**config.mk**
```make
export PLATFORM = sky130hd
export DESIGN_NAME = mult_if_ds_rx_flat
export DESIGN_NICKNAME = d
export VERILOG_FILES = /design/src/rtl/mult_if_ds_rx_if.sv /design/src/rtl/mult_if_ds_rx.sv /design/src/flat_wrapper.sv
export SDC_FILE = /design/constraint.sdc
export NUM_CORES = 1
export LEC_CHECK = 0
export ABC_AREA = 1
export BUFFER_PORTS_ARGS = -buffer_cell sky130_fd_sc_hd__buf_2
export CORE_UTILIZATION = 35
export DETAILED_ROUTE_END_ITERATION = 6
export PLACE_DENSITY = 0.52
export SLEW_MARGIN = 0
export SYNTH_ARGS = -nofsm -noshare
export SYNTH_HDL_FRONTEND = slang
export SYNTH_SLANG_ARGS = --single-unit
```
**constraint.sdc**
```tcl
create_clock -name clk -period 1.68 [get_ports clk]
set_input_delay 0.504 -clock clk [delete_from_list [all_inputs] [get_ports clk]]
set_output_delay 0.504 -clock clk [all_outputs]
set_load 0.02 [all_outputs]
```
**src/rtl/mult_if_ds_rx_if.sv**
```systemverilog
// Sample/word handshake bundle for the data-selector capture block.
// The source side (master) drives samples and downstream ready; the capture block (slave) returns words.
interface mult_if_ds_rx_if;
  logic       in_valid;
  logic       in_ready;
  logic [4:0] in_c;
  logic       in_late;
  logic       in_z;
  logic       flush;
  logic       out_valid;
  logic       out_ready;
  logic [7:0] out_data;
  logic [7:0] out_mask;
  logic       out_conflict;
  logic       out_partial;

  modport master (
    output in_valid, in_c, in_late, in_z, flush, out_ready,
    input  in_ready, out_valid, out_data, out_mask, out_conflict, out_partial
  );

  modport slave (
    input  in_valid, in_c, in_late, in_z, flush, out_ready,
    output in_ready, out_valid, out_data, out_mask, out_conflict, out_partial
  );
endinterface

```
**src/rtl/mult_if_ds_rx.sv**
```systemverilog
// Rebuilds the 8-bit source word of the priority-mux selector from its serial samples
// and emits it, with a capture mask and conflict flag, through a single-entry output register.
module mult_if_ds_rx #(
  parameter logic [7:0] REQ_MASK = 8'h2F
) (
  input logic               clk,
  input logic               rst,
  mult_if_ds_rx_if.slave    bus
);

  // Only bits 0,1,2,3,5 can ever be routed, so other required bits are dropped.
  localparam logic [7:0] REQ = REQ_MASK & 8'h2F;

  logic [7:0] acc_data_q, acc_data_d;
  logic [7:0] acc_mask_q, acc_mask_d;
  logic       acc_conflict_q, acc_conflict_d;

  logic       out_valid_q, out_valid_d;
  logic [7:0] out_data_q, out_data_d;
  logic [7:0] out_mask_q, out_mask_d;
  logic       out_conflict_q, out_conflict_d;
  logic       out_partial_q, out_partial_d;

  logic [2:0] idx;
  logic [7:0] post_data;
  logic [7:0] post_mask;
  logic       post_conflict;
  logic       acc_complete;
  logic       post_complete;
  logic       out_free;
  logic       in_ready;
  logic       accept;
  logic       transfer;

  always_comb begin
    idx = 3'd5;
    if (bus.in_c[3] && !bus.in_late && !bus.in_c[0] && bus.in_c[1] && !bus.in_c[2])
      idx = 3'd3;
    else if (bus.in_c[0])
      idx = 3'd0;
    else if (!bus.in_c[1])
      idx = 3'd1;
    else if (bus.in_c[4])
      idx = 3'd2;
    else
      idx = 3'd5;
  end

  // A nonzero mask check keeps an empty accumulator from looking complete when REQ is zero.
  always_comb begin
    out_free     = !out_valid_q || bus.out_ready;
    acc_complete = ((acc_mask_q & REQ) == REQ) && (acc_mask_q != 8'h00);
    in_ready     = !(acc_complete && !out_free) && !(bus.flush && !out_free);
    accept       = bus.in_valid && in_ready;

    post_data     = acc_data_q;
    post_mask     = acc_mask_q;
    post_conflict = acc_conflict_q;
    if (accept) begin
      if (acc_mask_q[idx] && (acc_data_q[idx] != bus.in_z))
        post_conflict = 1'b1;
      post_data[idx] = bus.in_z;
      post_mask[idx] = 1'b1;
    end

    post_complete = ((post_mask & REQ) == REQ) && (post_mask != 8'h00);
    transfer      = out_free && (post_complete || (bus.flush && (post_mask != 8'h00)));
  end

  always_comb begin
    acc_data_d     = post_data;
    acc_mask_d     = post_mask;
    acc_conflict_d = post_conflict;
    out_valid_d    = out_valid_q;
    out_data_d     = out_data_q;
    out_mask_d     = out_mask_q;
    out_conflict_d = out_conflict_q;
    out_partial_d  = out_partial_q;

    if (out_valid_q && bus.out_ready)
      out_valid_d = 1'b0;

    if (transfer) begin
      out_valid_d    = 1'b1;
      out_data_d     = post_data;
      out_mask_d     = post_mask;
      out_conflict_d = post_conflict;
      out_partial_d  = !post_complete;
      acc_data_d     = 8'h00;
      acc_mask_d     = 8'h00;
      acc_conflict_d = 1'b0;
    end
  end

  always_ff @(posedge clk or posedge rst) begin
    if (rst) begin
      acc_data_q     <= 8'h00;
      acc_mask_q     <= 8'h00;
      acc_conflict_q <= 1'b0;
      out_valid_q    <= 1'b0;
      out_data_q     <= 8'h00;
      out_mask_q     <= 8'h00;
      out_conflict_q <= 1'b0;
      out_partial_q  <= 1'b0;
    end else begin
      acc_data_q     <= acc_data_d;
      acc_mask_q     <= acc_mask_d;
      acc_conflict_q <= acc_conflict_d;
      out_valid_q    <= out_valid_d;
      out_data_q     <= out_data_d;
      out_mask_q     <= out_mask_d;
      out_conflict_q <= out_conflict_d;
      out_partial_q  <= out_partial_d;
    end
  end

  assign bus.in_ready     = in_ready;
  assign bus.out_valid    = out_valid_q;
  assign bus.out_data     = out_data_q;
  assign bus.out_mask     = out_mask_q;
  assign bus.out_conflict = out_conflict_q;
  assign bus.out_partial  = out_partial_q;

endmodule

```
**src/flat_wrapper.sv**
```systemverilog
// flat-port wrapper written by rule: the top's interface ports become plain ports
module mult_if_ds_rx_flat 
#(
  parameter logic [7:0] REQ_MASK = 8'h2F
)
  (clk, rst, bus_in_valid, bus_in_c, bus_in_late, bus_in_z, bus_flush, bus_out_ready, bus_in_ready, bus_out_valid, bus_out_data, bus_out_mask, bus_out_conflict, bus_out_partial);
  mult_if_ds_rx_if bus_i ();
  input logic clk;
  input logic rst;
  input wire logic [$bits(bus_i.in_valid)-1:0] bus_in_valid;
  input wire logic [$bits(bus_i.in_c)-1:0] bus_in_c;
  input wire logic [$bits(bus_i.in_late)-1:0] bus_in_late;
  input wire logic [$bits(bus_i.in_z)-1:0] bus_in_z;
  input wire logic [$bits(bus_i.flush)-1:0] bus_flush;
  input wire logic [$bits(bus_i.out_ready)-1:0] bus_out_ready;
  output wire logic [$bits(bus_i.in_ready)-1:0] bus_in_ready;
  output wire logic [$bits(bus_i.out_valid)-1:0] bus_out_valid;
  output wire logic [$bits(bus_i.out_data)-1:0] bus_out_data;
  output wire logic [$bits(bus_i.out_mask)-1:0] bus_out_mask;
  output wire logic [$bits(bus_i.out_conflict)-1:0] bus_out_conflict;
  output wire logic [$bits(bus_i.out_partial)-1:0] bus_out_partial;
  assign bus_i.in_valid = bus_in_valid;
  assign bus_i.in_c = bus_in_c;
  assign bus_i.in_late = bus_in_late;
  assign bus_i.in_z = bus_in_z;
  assign bus_i.flush = bus_flush;
  assign bus_i.out_ready = bus_out_ready;
  assign bus_in_ready = bus_i.in_ready;
  assign bus_out_valid = bus_i.out_valid;
  assign bus_out_data = bus_i.out_data;
  assign bus_out_mask = bus_i.out_mask;
  assign bus_out_conflict = bus_i.out_conflict;
  assign bus_out_partial = bus_i.out_partial;
  mult_if_ds_rx #(.REQ_MASK(REQ_MASK)) u_core (.clk(clk), .rst(rst), .bus(bus_i));
endmodule
```
# == After elaboration in Yosys (flattened, before gate mapping) ==
# Cells that the tools add are included.
# totals
inputBits,12
reg_bits,36
output_inout_bits,20
# op_classes
muxes,20
reduce_logical,28
n_eq_ne,3
magnitude_cmp,2
n_bitwise,1
# ops
cell,n
8-bit two-way mux,4
8-bit nonzero test,2
1-bit logical AND,15
3-bit two-way mux,4
5-bit == test (second input constant),2
8-bit bitwise mux,1
1-bit logical NOT,8
1-bit two-way mux,8
8-bit OR,1
1-bit binary-select mux with 3-bit select,2
3-bit by 4-bit less-than comparator with 1-bit output (second input constant),1
1-bit demux with 3-bit select,1
3-bit by 1-bit greater-or-equal comparator with 1-bit output (second input constant),1
1-bit logical OR,2
2-bit nonzero test,1
1-bit != test,1

# == Logic depth before layout (Yosys ltp) ==
# Gate-level depths: netlist of the first run.
# depth
ltp_word,17
depth_mapped,13
depth_no_buf,13

# == Worst setup path before layout of the first run ==
# OpenSTA, ideal clock, no wires.
# synth_path
kind,input-to-reg
startpoint,input bus_in_late
endpoint,"register u_core.out_data_q[7], in the netlist u_core.bus.out_data[7]"
setup_slack_ns,-0.118
setup_ns,0.117
arrival_time_ns,1.680
path_buffers,1
cell_stages,10
path_cell_list,nand3b_1 -> nor2_2 -> nand4_1 -> nand2_2 -> nand2_2 -> o21bai_2 -> nand3_2 -> buf_2 -> nand2_1 -> nand2_1
# synth_between
elab_chain_cells,16
elab_cells_between_ends,21
cone_classes,2 x order compare; 1 x eq/ne; 6 x mux; 1 x bitwise; 11 x reduce/logical
# synth_lines
element,line_no,text
from (decl),flat_wrapper.sv:12,input wire logic [$bits(bus_i.in_late)-1:0] bus_in_late;
1-bit logical NOT (*),mult_if_ds_rx.sv:37,if (bus.in_c[3] && !bus.in_late && !bus.in_c[0] && bus.in_c[1] && !bus.in_c[2])
1-bit logical AND (*) (4 in a row),mult_if_ds_rx.sv:37,
3-bit two-way mux (*),mult_if_ds_rx.sv:37,
3-bit by 4-bit less-than comparator with 1-bit output (not written as such) or 3-bit by 1-bit greater-or-equal comparator with 1-bit output (tied branches),"mult_if_ds_rx.sv:62, mult_if_ds_rx.sv:63",
1-bit logical AND (not written as such),"mult_if_ds_rx.sv:62, mult_if_ds_rx.sv:63",
1-bit two-way mux (not written as such),"mult_if_ds_rx.sv:62, mult_if_ds_rx.sv:63",
1-bit demux with 3-bit select (*),-,
8-bit OR (no line),-,
8-bit two-way mux,mult_if_ds_rx.sv:59,if (accept) begin
5-bit == test or 8-bit nonzero test (tied branches),"mult_if_ds_rx.sv:66, mult_if_ds_rx.sv:67",
"1-bit logical AND, on equally long branches","mult_if_ds_rx.sv:66, mult_if_ds_rx.sv:67",
1-bit logical OR,mult_if_ds_rx.sv:67,transfer = out_free && (post_complete || (bus.flush && (post_mask != 8'h00)));
1-bit logical AND,mult_if_ds_rx.sv:67,
to (signal assigned),mult_if_ds_rx.sv:110,out_data_q <= out_data_d;
to (decl),mult_if_ds_rx.sv:19,"logic [7:0] out_data_q, out_data_d;"
# Every way passes the cells marked *; elsewhere a longest branch is shown, timed or not.
# A chain may end at the register's enable or synchronous reset.

# == Worst setup path in the final report of the first run ==
# layout_path
startpoint,register u_core.acc_mask_q[5]
endpoint,"register u_core.out_mask_q[0], in the netlist u_core.bus.out_mask[0]"
# layout_between
elab_chain_cells,11
elab_cells_between_ends,15
cone_classes,2 x eq/ne; 1 x mux; 1 x bitwise; 11 x reduce/logical
# layout_lines
element,line_no,text
from (decl),mult_if_ds_rx.sv:15,"logic [7:0] acc_mask_q, acc_mask_d;"
from (signal assigned),mult_if_ds_rx.sv:107,acc_mask_q <= acc_mask_d;
5-bit == test or 8-bit nonzero test (tied branches),mult_if_ds_rx.sv:52,acc_complete = ((acc_mask_q & REQ) == REQ) && (acc_mask_q != 8'h00);
1-bit logical AND,mult_if_ds_rx.sv:52,
1-bit logical AND,mult_if_ds_rx.sv:53,in_ready = !(acc_complete && !out_free) && !(bus.flush && !out_free);
1-bit logical NOT,mult_if_ds_rx.sv:53,
1-bit logical AND,mult_if_ds_rx.sv:53,
1-bit logical AND,mult_if_ds_rx.sv:54,accept = bus.in_valid && in_ready;
8-bit two-way mux (*),mult_if_ds_rx.sv:59,
5-bit == test or 8-bit nonzero test (tied branches),"mult_if_ds_rx.sv:66, mult_if_ds_rx.sv:67",
"1-bit logical AND, on equally long branches","mult_if_ds_rx.sv:66, mult_if_ds_rx.sv:67",
1-bit logical OR,mult_if_ds_rx.sv:67,
1-bit logical AND,mult_if_ds_rx.sv:67,
to (signal assigned),mult_if_ds_rx.sv:111,out_mask_q <= out_mask_d;
to (decl),mult_if_ds_rx.sv:20,"logic [7:0] out_mask_q, out_mask_d;"
# Marked as above.

==> metrics, run 1 <==
CP max stage delay 0.40 ns; most frequent cells in the layout nand2_1 (65), dfrtp_1 (36), nand3_1 (32), buf_4 (32), buf_2 (30); final setup fails 37; FF+latch count, synth 36; Internal 1.92 mW; MaxCap Viol Count 0; routed wl met3 164 µm; status finished, violations left; highest clock rate 558 MHz; Core Area 0.00514 mm²; hpwl dp 3.13 mm; synth top area cells dfrtp_1 (48%), nand2_1 (17%), nand3_1 (9.1%); gr usage total 18.2%; combinational share of power a little under two fifths; Synth Cell Area roughly 0.0019 mm²; CP endpoint kind flop; Starting Density 36.5%; num ports 32; Top delay family on crit path simple AND/OR/NAND/NOR gates; first-pass GRT wire length 7.67 mm; Yosys warning count 0; Hold Crit Class in2async; GRT Residual Overflow 0; Crit path required time 1.86 ns; WL met1 2.27 mm; Clock Latency Late Sink 0.29 ns; Cells after Synth ~250; Die Ht 75.2 µm; Final Power 2.99 mW; FP Rows 26; Critical Path Start u_core.acc_mask_q[5]; critical path type reg2reg; First-pass DRT Iterations 4; CTS H-tree depth 2; Setup WS post-layout -0.111 ns; critical path buffer and inverter count 3; CTS buffer count 5; # diodes 0; share of post-route cells with drive strength above 1 40.1%; via count 1754; dpl cell area 0.00231 mm²; Max Root-Sink Buffers 2; Synth Area per Inst 7.54 µm²; RR Startpoint u_core.acc_mask_q[5]; routed vias/inst 4.51; Final Cycle Share 107%; die area around 0.0057 mm²; Clock power frac about a quarter; DR iter-0 viols 68; final antenna-violating net count 0; CP max-delay cell dfrtp_1; Routed WL per cell 12.4 µm; multiplexer area fraction after synthesis 0%; Clock Skews 0.00554 ns; DR WL met2 2.35 mm; Port Buf Inserts 31; top sig layer met4; Design Area, Final 0.00267 mm²; Routed WL 4.84 mm; Pleak 1.58 nW; worst path cell trace nand2_1 -> inv_2 -> nand3_4 -> nand4_1 -> nand2_2 -> buf_6 -> nand3_4 -> o21bai_4 -> nand3_4 -> clkbuf_16 -> nand2_1 -> nand2_1; failing checks negative setup slack; power share of the sequential group between 30% and 40%; largest net degree at the start of global routing 37; Worst setup SP type flop; clock slew at reported path FFs roughly 0.070 ns; initial antenna violation count 0; Yosys top cell area share 48.0%; Yosys cell types 24; XOR/XNOR share of the synthesized area 0%; DR DRC count 0; Synth Area in Compound Gates 2.93%; number of global-route vias before repair 1679; fraction of the mapped netlist area in adder cells 0%; RSZ-0062 raised after global routing true; Final nets 330; Hold Violations, Final 0; Peak VDD IR 0.669 mV; Critical Path Fanout Max 12; post-route minimum period about 1.8 ns; Post-Route Utilization 51.9%; Slew Viols, Final 0; Layout area overhead 42.2%; largest family of logic cells by synthesized area simple AND/OR/NAND/NOR gates; Sw Share 35.9%; sequential area share after synthesis 48.0%; Slew @ Worst Pin ~0.45 ns; CTS sink count 36; CP arrival 1.97 ns; Chip Width 75.2 µm; P_sw 1.07 mW; Routability Congestion 0.833; Synth Area in Simple Gates 38.0%; Slew HR 69.8%; CTS tree built; commonest non-fill, non-tap cell in the layout nand2_1; clock root cell clkbuf_8; Synthesized Nets 261; Pwr Density approximately 1100 mW/mm²; cell taking the most area after synthesis dfrtp_1
[worst register-to-register path, delay by kind of cell (launching register included)]
family | cells | cell delay (ns)
simple gates | 8 | 0.79
flops | 1 | 0.40
buf+inv | 3 | 0.36
compound gates | 1 | 0.14
[cell usage after synthesis, drive strengths merged]
master and number:
a21oi 3, and2 1, buf 6, dfrtp 36, inv 42, nand2 91
nand3 37, nand3b 1, nand4 4, nor2 20, nor3 1, o21ai 5
o21bai 1, or2 1
[per-stage QoR]
step / setup TNS (ns) / worst slack, ns / std cells / hold WS [ns]
floorplan: -3.09 / -0.112 / 249 / 0.437
global placement: -11.01 / -0.344 / 375 / 0.449
detailed placement: -10.68 / -0.342 / 375 / 0.457
CTS: -2.58 / -0.0950 / 385 / 0.313
global route: -8.21 / -0.255 / 389 / 0.353
finish: -3.07 / -0.111 / 389 / 0.302
[per-layer routing]
| metal | track usage (%) | vias to the layer above |
|---|---|---|
| met5 | 0 | - |
| met4 | 5.97 | 0 |
| met3 | 3.21 | 5 |
| met2 | 30.1 | 28 |
| met1 | 24.2 | 819 |
| li1 | - | 902 |
[timing repair]
action / 4_1_cts / 5_1_grt
gates resized for setup: 6 / 36
hold buffers: 0 / 0
endpoints found under the setup margin: 37 / 37
cloned: 1 / 2
buffers inserted: 1 / 2
pin swaps: 3 / 11
endpoints found under the hold margin: 0 / 0
[worst paths after layout]
check / endpoint / slack [ns] / depth (start not counted)
setup reg to reg: u_core.bus.out_mask[0] / -0.11 / 12
max in group asynchronous: u_core.acc_mask_q[4] / 1.06 / 3
min in group clk: u_core.acc_data_q[7] / 0.47 / 2
hold / removal: u_core.bus.out_mask[7] / 0.30 / 3
hold reg to reg: u_core.acc_data_q[7] / 0.47 / 2
setup / recovery: u_core.bus.out_mask[0] / -0.11 / 12
[layout make-up]
cell class | count | area, µm²
fill | 516 | 2470
multi-input combinational | 166 | 932
sequential | 36 | 901
timing repair buffer | 67 | 483
inverter | 42 | 158
tap | 70 | 87.6
clock buffer | 6 | 72.6
clock inverter | 2 | 35.0
[registers in the layout (all words and copies together), names as in the netlist]
register and count:
u_core.bus.out_valid 1, u_core.bus.out_data 8, u_core.acc_conflict_q 1, u_core.acc_mask_q 8
u_core.bus.out_conflict 1, u_core.bus.out_mask 8, u_core.acc_data_q 8, u_core.bus.out_partial 1
[kinds of logic (layout without fill, tap and decap cells)]
| group | Yosys count | after routing |
|---|---|---|
| buffers and inverters | 48 | 117 |
| AO/OA/AOI/OAI | 9 | 9 |
| AND/OR/NAND/NOR | 156 | 157 |
| flip-flops | 36 | 36 |
[power groups by stage]
stage	Sequential, mW	Clock [mW]	Combinational, mW
after detailed placement	1.10	0	0.904
after floorplan	1.22	0	0.451
after global routing	1.13	0.800	1.24
after global placement	1.10	0	0.903
final	1.11	0.752	1.13
after CTS	1.08	0.773	0.949
Note: power is estimated with default switching activity, not from simulation.
==> inputs of run 2 (changes only) <==
--- a/config.mk
+++ b/config.mk
@@ -10,6 +10,7 @@
 export CORE_UTILIZATION = 35
 export DETAILED_ROUTE_END_ITERATION = 6
 export PLACE_DENSITY = 0.52
+export SKIP_CTS_REPAIR_TIMING = 1
 export SLEW_MARGIN = 0
 export SYNTH_ARGS = -nofsm -noshare
 export SYNTH_HDL_FRONTEND = slang
==> run 2 against run 1 <==
  * Register-to-register slack barely moved
  * The flow still finishes with violations (negative setup slack)
  * Final cell count fell by 0.26%
  * Cell area fell by 4.1%
  * Sequential power barely moved
  * Critical endpoint is now bus_in_ready
  * Wire length fell by 3.9%
  * Via count fell by 2.0%
  * Power fell by 4.3%
  * Largest cell class is now registers
  * Core utilization fell by 2.1 points
  * Die area did not move
  * Fmax fell by 0.71%
  * Non-clock buffer count fell by 1
==> metrics, run 2 (same netlist as run 1, synthesis figures left out) <==
Die Ht 75.2 µm (unchanged); Final nets 329 (was 330); clock root cell clkbuf_8 (unchanged); Chip Width 75.2 µm (unchanged); DR DRC count 0 (unchanged); Sw Share 35.5% (was 35.9%); Clock power frac 26.4% (was 25.1%); FP Rows 26 (unchanged); GRT Residual Overflow 0 (unchanged); final setup fails 37 (unchanged); hpwl dp 3.13 mm (unchanged); Layout area overhead 36.3% (was 42.2%); share of post-route cells with drive strength above 1 34.9% (was 40.1%); highest clock rate 555 MHz (was 558 MHz); final antenna-violating net count 0 (unchanged); CP endpoint kind output pin (was flop); Clock Skews 0.00799 ns (was 0.00554 ns); Worst setup SP type flop (unchanged); Routed WL 4.65 mm (was 4.84 mm); CTS buffer count 5 (unchanged); initial antenna violation count 0 (unchanged); critical path type reg2out (was reg2reg); final setup TNS -2.64 ns (was -3.07 ns); P_sw 1.01 mW (was 1.07 mW); Pleak 1.53 nW (was 1.58 nW); number of global-route vias before repair 1629 (was 1679); num ports 32 (unchanged); Slew @ Worst Pin 0.456 ns (was 0.454 ns); largest net degree at the start of global routing 37 (unchanged); Peak VDD IR 0.637 mV (was 0.669 mV); Clock Latency Late Sink 0.29 ns (about the same); CTS sink count 36 (unchanged); Setup WS post-layout -0.123 ns (was -0.111 ns); Hold Violations, Final 0 (unchanged); First-pass DRT Iterations 4 (unchanged); CP arrival 1.30 ns (was 1.97 ns); Design Area, Final 0.00256 mm² (was 0.00267 mm²); combinational share of power 35.7% (was 37.7%); Post-Route Utilization 49.8% (was 51.9%); via count 1719 (was 1754); Pwr Density 1120 mW/mm² (about the same); most frequent cells in the layout nand2_1 (79), dfrtp_1 (36), nand3_1 (33), buf_4 (32), buf_2 (31) (was nand2_1 (65), dfrtp_1 (36), nand3_1 (32), buf_4 (32), buf_2 (30)); Critical Path Fanout Max 6 (was 12); Hold Crit Class in2async (unchanged); Slew Viols, Final 0 (unchanged); dpl cell area 0.00231 mm² (unchanged); Core Area 0.00514 mm² (unchanged); Starting Density 36.5% (unchanged); first-pass GRT wire length 7.45 mm (was 7.67 mm); post-route minimum period 1.80 ns (was 1.79 ns); MaxCap Viol Count 0 (unchanged); Routability Congestion 0.833 (unchanged); Hold WS 0.298 ns (was 0.302 ns); clock slew at reported path FFs 0.08 ns (was 0.07 ns); CTS tree built (unchanged); Slew HR 69.6% (was 69.8%); Final Cycle Share 107% (about the same); Internal 1.85 mW (was 1.92 mW); Routed WL per cell 12.0 µm (was 12.4 µm); DR iter-0 viols 57 (was 68); Port Buf Inserts 31 (unchanged); gr usage total 17.5% (was 18.2%); Crit path required time 1.18 ns (was 1.86 ns); Max Root-Sink Buffers 2 (unchanged); failing checks negative setup slack (unchanged); die area 0.00566 mm² (unchanged); RSZ-0062 raised after global routing true (unchanged); status finished, violations left (unchanged); CTS H-tree depth 2 (unchanged); routed vias/inst 4.43 (was 4.51); # diodes 0 (unchanged); commonest non-fill, non-tap cell in the layout nand2_1 (unchanged); power share of the sequential group 37.9% (was 37.1%)
## run 2: cell types whose count changed in the layout (fill, tap and decap cells not counted), sizes merged
cell,delta
clkbuf,-2
buf,+1
## run 2: worst max-delay path, stage by stage (launching register included)
cell     delay (ns)
dfrtp_1        0.37
inv_2          0.05
nor2_4         0.17
nand3_4        0.12
and2_1         0.15
buf_4          0.15
## run 2: metal layers
layer  wire length [µm]  global-route usage, %  share of wire, %  up-vias
met5                  0                      0                 0        -
met4                 60                   5.56               1.3        0
met3                212                   3.21               4.6        5
met2               2170                   28.2                47       37
met1               2200                   24.1                47      778
li1                   -                      -                 -      899
## run 2: per-stage QoR
step / total power, mW / cells / setup slack, ns
floorplan: 1.67 / 249 / -0.112
global placement: 2.01 / 375 / -0.344
detailed placement: 2.00 / 375 / -0.342
CTS: 2.77 / 383 / -0.158
global route: 3.03 / 388 / -0.229
finish: 2.86 / 388 / -0.123
## run 2: power groups by stage
stage	logic, mW	clock network, mW	registers, mW
2_1_floorplan	0.451	0	1.22
5_1_grt	1.13	0.800	1.10
6_report	1.02	0.756	1.08
3_3_place_gp	0.903	0	1.10
3_5_place_dp	0.904	0	1.10
4_1_cts	0.912	0.773	1.08
## run 2: layout make-up
class                   instances  area (µm²)
well taps                      70        87.6
multi-input cells             166         867
inverters                      42         158
fillers                       514        2580
repair buffers                 66         438
clock buffers                   6        72.6
flip-flops and latches         36         901
clock inverters                 2        35.0
## run 2: worst paths after layout
kind	startpoint	slack [ns]	end	depth (start not counted)
setup / recovery	u_core.bus.out_valid	-0.12	bus_in_ready	5
max in group asynchronous	rst	1.05	u_core.acc_mask_q[4]	3
min in group clk	u_core.acc_data_q[7]	0.47	u_core.acc_data_q[7]	2
setup reg to reg	u_core.bus.out_valid	-0.11	u_core.bus.out_mask[2]	11
hold / removal	rst	0.30	u_core.bus.out_data[6]	3
hold reg to reg	u_core.acc_data_q[7]	0.47	u_core.acc_data_q[7]	2
==> inputs of run 3 (changes only) <==
--- a/config.mk
+++ b/config.mk
@@ -9,6 +9,7 @@
 export BUFFER_PORTS_ARGS = -buffer_cell sky130_fd_sc_hd__buf_2
 export CORE_UTILIZATION = 35
 export DETAILED_ROUTE_END_ITERATION = 6
+export MAX_ROUTING_LAYER = met4
 export PLACE_DENSITY = 0.52
 export SKIP_CTS_REPAIR_TIMING = 1
 export SLEW_MARGIN = 0
==> run 3 against run 2 <==
  * The run still ends with negative setup slack left
  * First-iteration DRC count shrank 16%
  * Register-to-register slack is essentially flat
  * Critical endpoint unchanged
  * Sequential power is essentially flat
  * Fmax grew 0.14%
  * Core utilization shrank 0.15 points
  * Wire length shrank 0.30%
  * Clock-buffer cell count is the same
  * Clock skew shrank 0.0015 ns
  * Cell area shrank 0.29%
  * Via count shrank 0.41%
  * Flip-flop and latch count is the same
  * Power shrank 0.28%
==> metrics, run 3 (same netlist as run 1, synthesis figures left out) <==
status finished, violations left (unchanged); failing checks negative setup slack (unchanged); Port Buf Inserts 31 (unchanged); Final nets 328 (was 329); Critical Path Fanout Max 6 (unchanged); CP arrival 1.30 ns (about the same); critical path buffer and inverter count 2 (unchanged); combinational share of power 35.6% (was 35.7%); Clock Skews 0.00653 ns (was 0.00799 ns); CP max stage delay 0.37 ns (about the same); Slew @ Worst Pin 0.457 ns (was 0.456 ns); Peak VDD IR 0.638 mV (was 0.637 mV); largest net degree at the start of global routing 37 (unchanged); gr usage total 18.1% (was 17.5%); CTS sink count 36 (unchanged); Pleak 1.52 nW (was 1.53 nW); CTS tree built (unchanged); share of post-route cells with drive strength above 1 34.7% (was 34.9%); commonest non-fill, non-tap cell in the layout nand2_1 (unchanged); final antenna-violating net count 0 (unchanged); Hold Violations, Final 0 (unchanged); Max Root-Sink Buffers 2 (unchanged); num ports 32 (unchanged); Sw Share 35.4% (was 35.5%); die area 0.00566 mm² (unchanged); final setup TNS -2.43 ns (was -2.64 ns); Top delay family on crit path simple AND/OR/NAND/NOR gates (unchanged); DR DRC count 0 (unchanged); Layout area overhead 35.9% (was 36.3%); Die Ht 75.2 µm (unchanged); FP Rows 26 (unchanged); CP max-delay cell dfrtp_1 (unchanged); Worst setup SP type flop (unchanged); Final Power 2.85 mW (was 2.86 mW); reg-to-reg setup timing slack -0.10 ns (was -0.11 ns); Hold Crit Class in2async (unchanged); reg2reg path depth 11 (unchanged); Clock Latency Late Sink 0.29 ns (about the same); Slew HR 69.5% (was 69.6%); highest clock rate 555 MHz (about the same); Pwr Density 1120 mW/mm² (about the same); via count 1712 (was 1719); DP Cell Count 375 (unchanged); RR Startpoint u_core.bus.out_valid (unchanged); post-route minimum period 1.80 ns (about the same); Place WS -0.342 ns (unchanged); Routability Congestion 0.845 (was 0.833); DR iter-0 viols 48 (was 57); routed vias/inst 4.42 (was 4.43); power share of the sequential group 38.0% (was 37.9%); Hold WS 0.301 ns (was 0.298 ns); Chip Width 75.2 µm (unchanged); Crit path required time 1.18 ns (about the same); # diodes 0 (unchanged); Core Area 0.00514 mm² (unchanged); first-pass GRT wire length 7.45 mm (unchanged); CTS H-tree depth 2 (unchanged); Setup WS post-layout -0.121 ns (was -0.123 ns); non-filler cells, final 387 (was 388); initial antenna violation count 0 (unchanged); clock root cell clkbuf_8 (unchanged); CTS buffer count 5 (unchanged); clock slew at reported path FFs 0.07 ns (was 0.08 ns); Routed WL per cell 12.0 µm (about the same); Internal 1.84 mW (was 1.85 mW); most frequent cells in the layout nand2_1 (79), dfrtp_1 (36), nand3_1 (33), buf_2 (31), buf_4 (31) (was nand2_1 (79), dfrtp_1 (36), nand3_1 (33), buf_4 (32), buf_2 (31)); hpwl dp 3.13 mm (unchanged); final setup fails 37 (unchanged); number of global-route vias before repair 1630 (was 1629); GRT Residual Overflow 0 (unchanged); Final Cycle Share 107% (about the same); MaxCap Viol Count 0 (unchanged); worst path cell trace inv_2 -> nor2_4 -> nand3_4 -> and2_1 -> buf_4 (unchanged); RSZ-0062 raised after global routing true (unchanged); Slew Viols, Final 0 (unchanged); First-pass DRT Iterations 4 (unchanged); Clock power frac 26.4% (about the same); CP endpoint kind output pin (unchanged); P_sw 1.01 mW (about the same); Reg2Reg Capture Point u_core.bus.out_mask[2] (unchanged); Routed WL 4.63 mm (was 4.65 mm); Starting Density 36.5% (unchanged); critical path type reg2out (unchanged)
-- run 3: changes by cell type in the layout (fill, tap and decap cells not counted), sizes merged --
cell,change
buf,-1
-- run 3: worst max path at each step --
stage / from / cells after the start / to
after floorplan: bus_in_late / 10 / u_core.acc_mask_q[4]
after global placement: bus_in_c[0] / 11 / u_core.bus.out_mask[4]
after detailed placement: bus_in_c[0] / 11 / u_core.bus.out_mask[2]
after CTS: u_core.bus.out_valid / 5 / bus_in_ready
after global routing: u_core.acc_mask_q[5] / 12 / u_core.bus.out_mask[3]
final: u_core.bus.out_valid / 5 / bus_in_ready
-- run 3: cell type report --
type | instances | area [µm²]
Tap cell | 70 | 87.6
Clock buffer | 6 | 72.6
Sequential cell | 36 | 901
Timing Repair Buffer | 65 | 430
Clock inverter | 2 | 35.0
Inverter | 42 | 158
Multi-Input combinational cell | 166 | 867
Fill cell | 514 | 2590
-- run 3: power groups by stage --
stage | sequential (mW) | combinational, mW | clock (mW)
final | 1.08 | 1.02 | 0.754
after global placement | 1.10 | 0.903 | 0
after floorplan | 1.22 | 0.451 | 0
after CTS | 1.08 | 0.912 | 0.773
after global routing | 1.10 | 1.12 | 0.800
after detailed placement | 1.10 | 0.904 | 0
-- run 3: metal layers --
layer	vias to the layer above	routed length, µm	track usage (%)
met5	-	0	-
met4	0	57	5.56
met3	5	158	2.95
met2	32	2190	28.3
met1	781	2220	24.1
li1	894	-	-
-- run 3: stage by stage --
| step | utilization, % | area [µm²] |
|---|---|---|
| after floorplan | - | 1880 |
| after global placement | 45.0 | 2310 |
| after detailed placement | 45.0 | 2310 |
| after CTS | 47.1 | 2420 |
| after global routing | 49.6 | 2550 |
| final | 49.6 | 2550 |
-- run 3: tightest hold or removal path: stages --
cell and delay [ns]:
buf_2 0.09, inv_1 0.04, buf_4 0.39
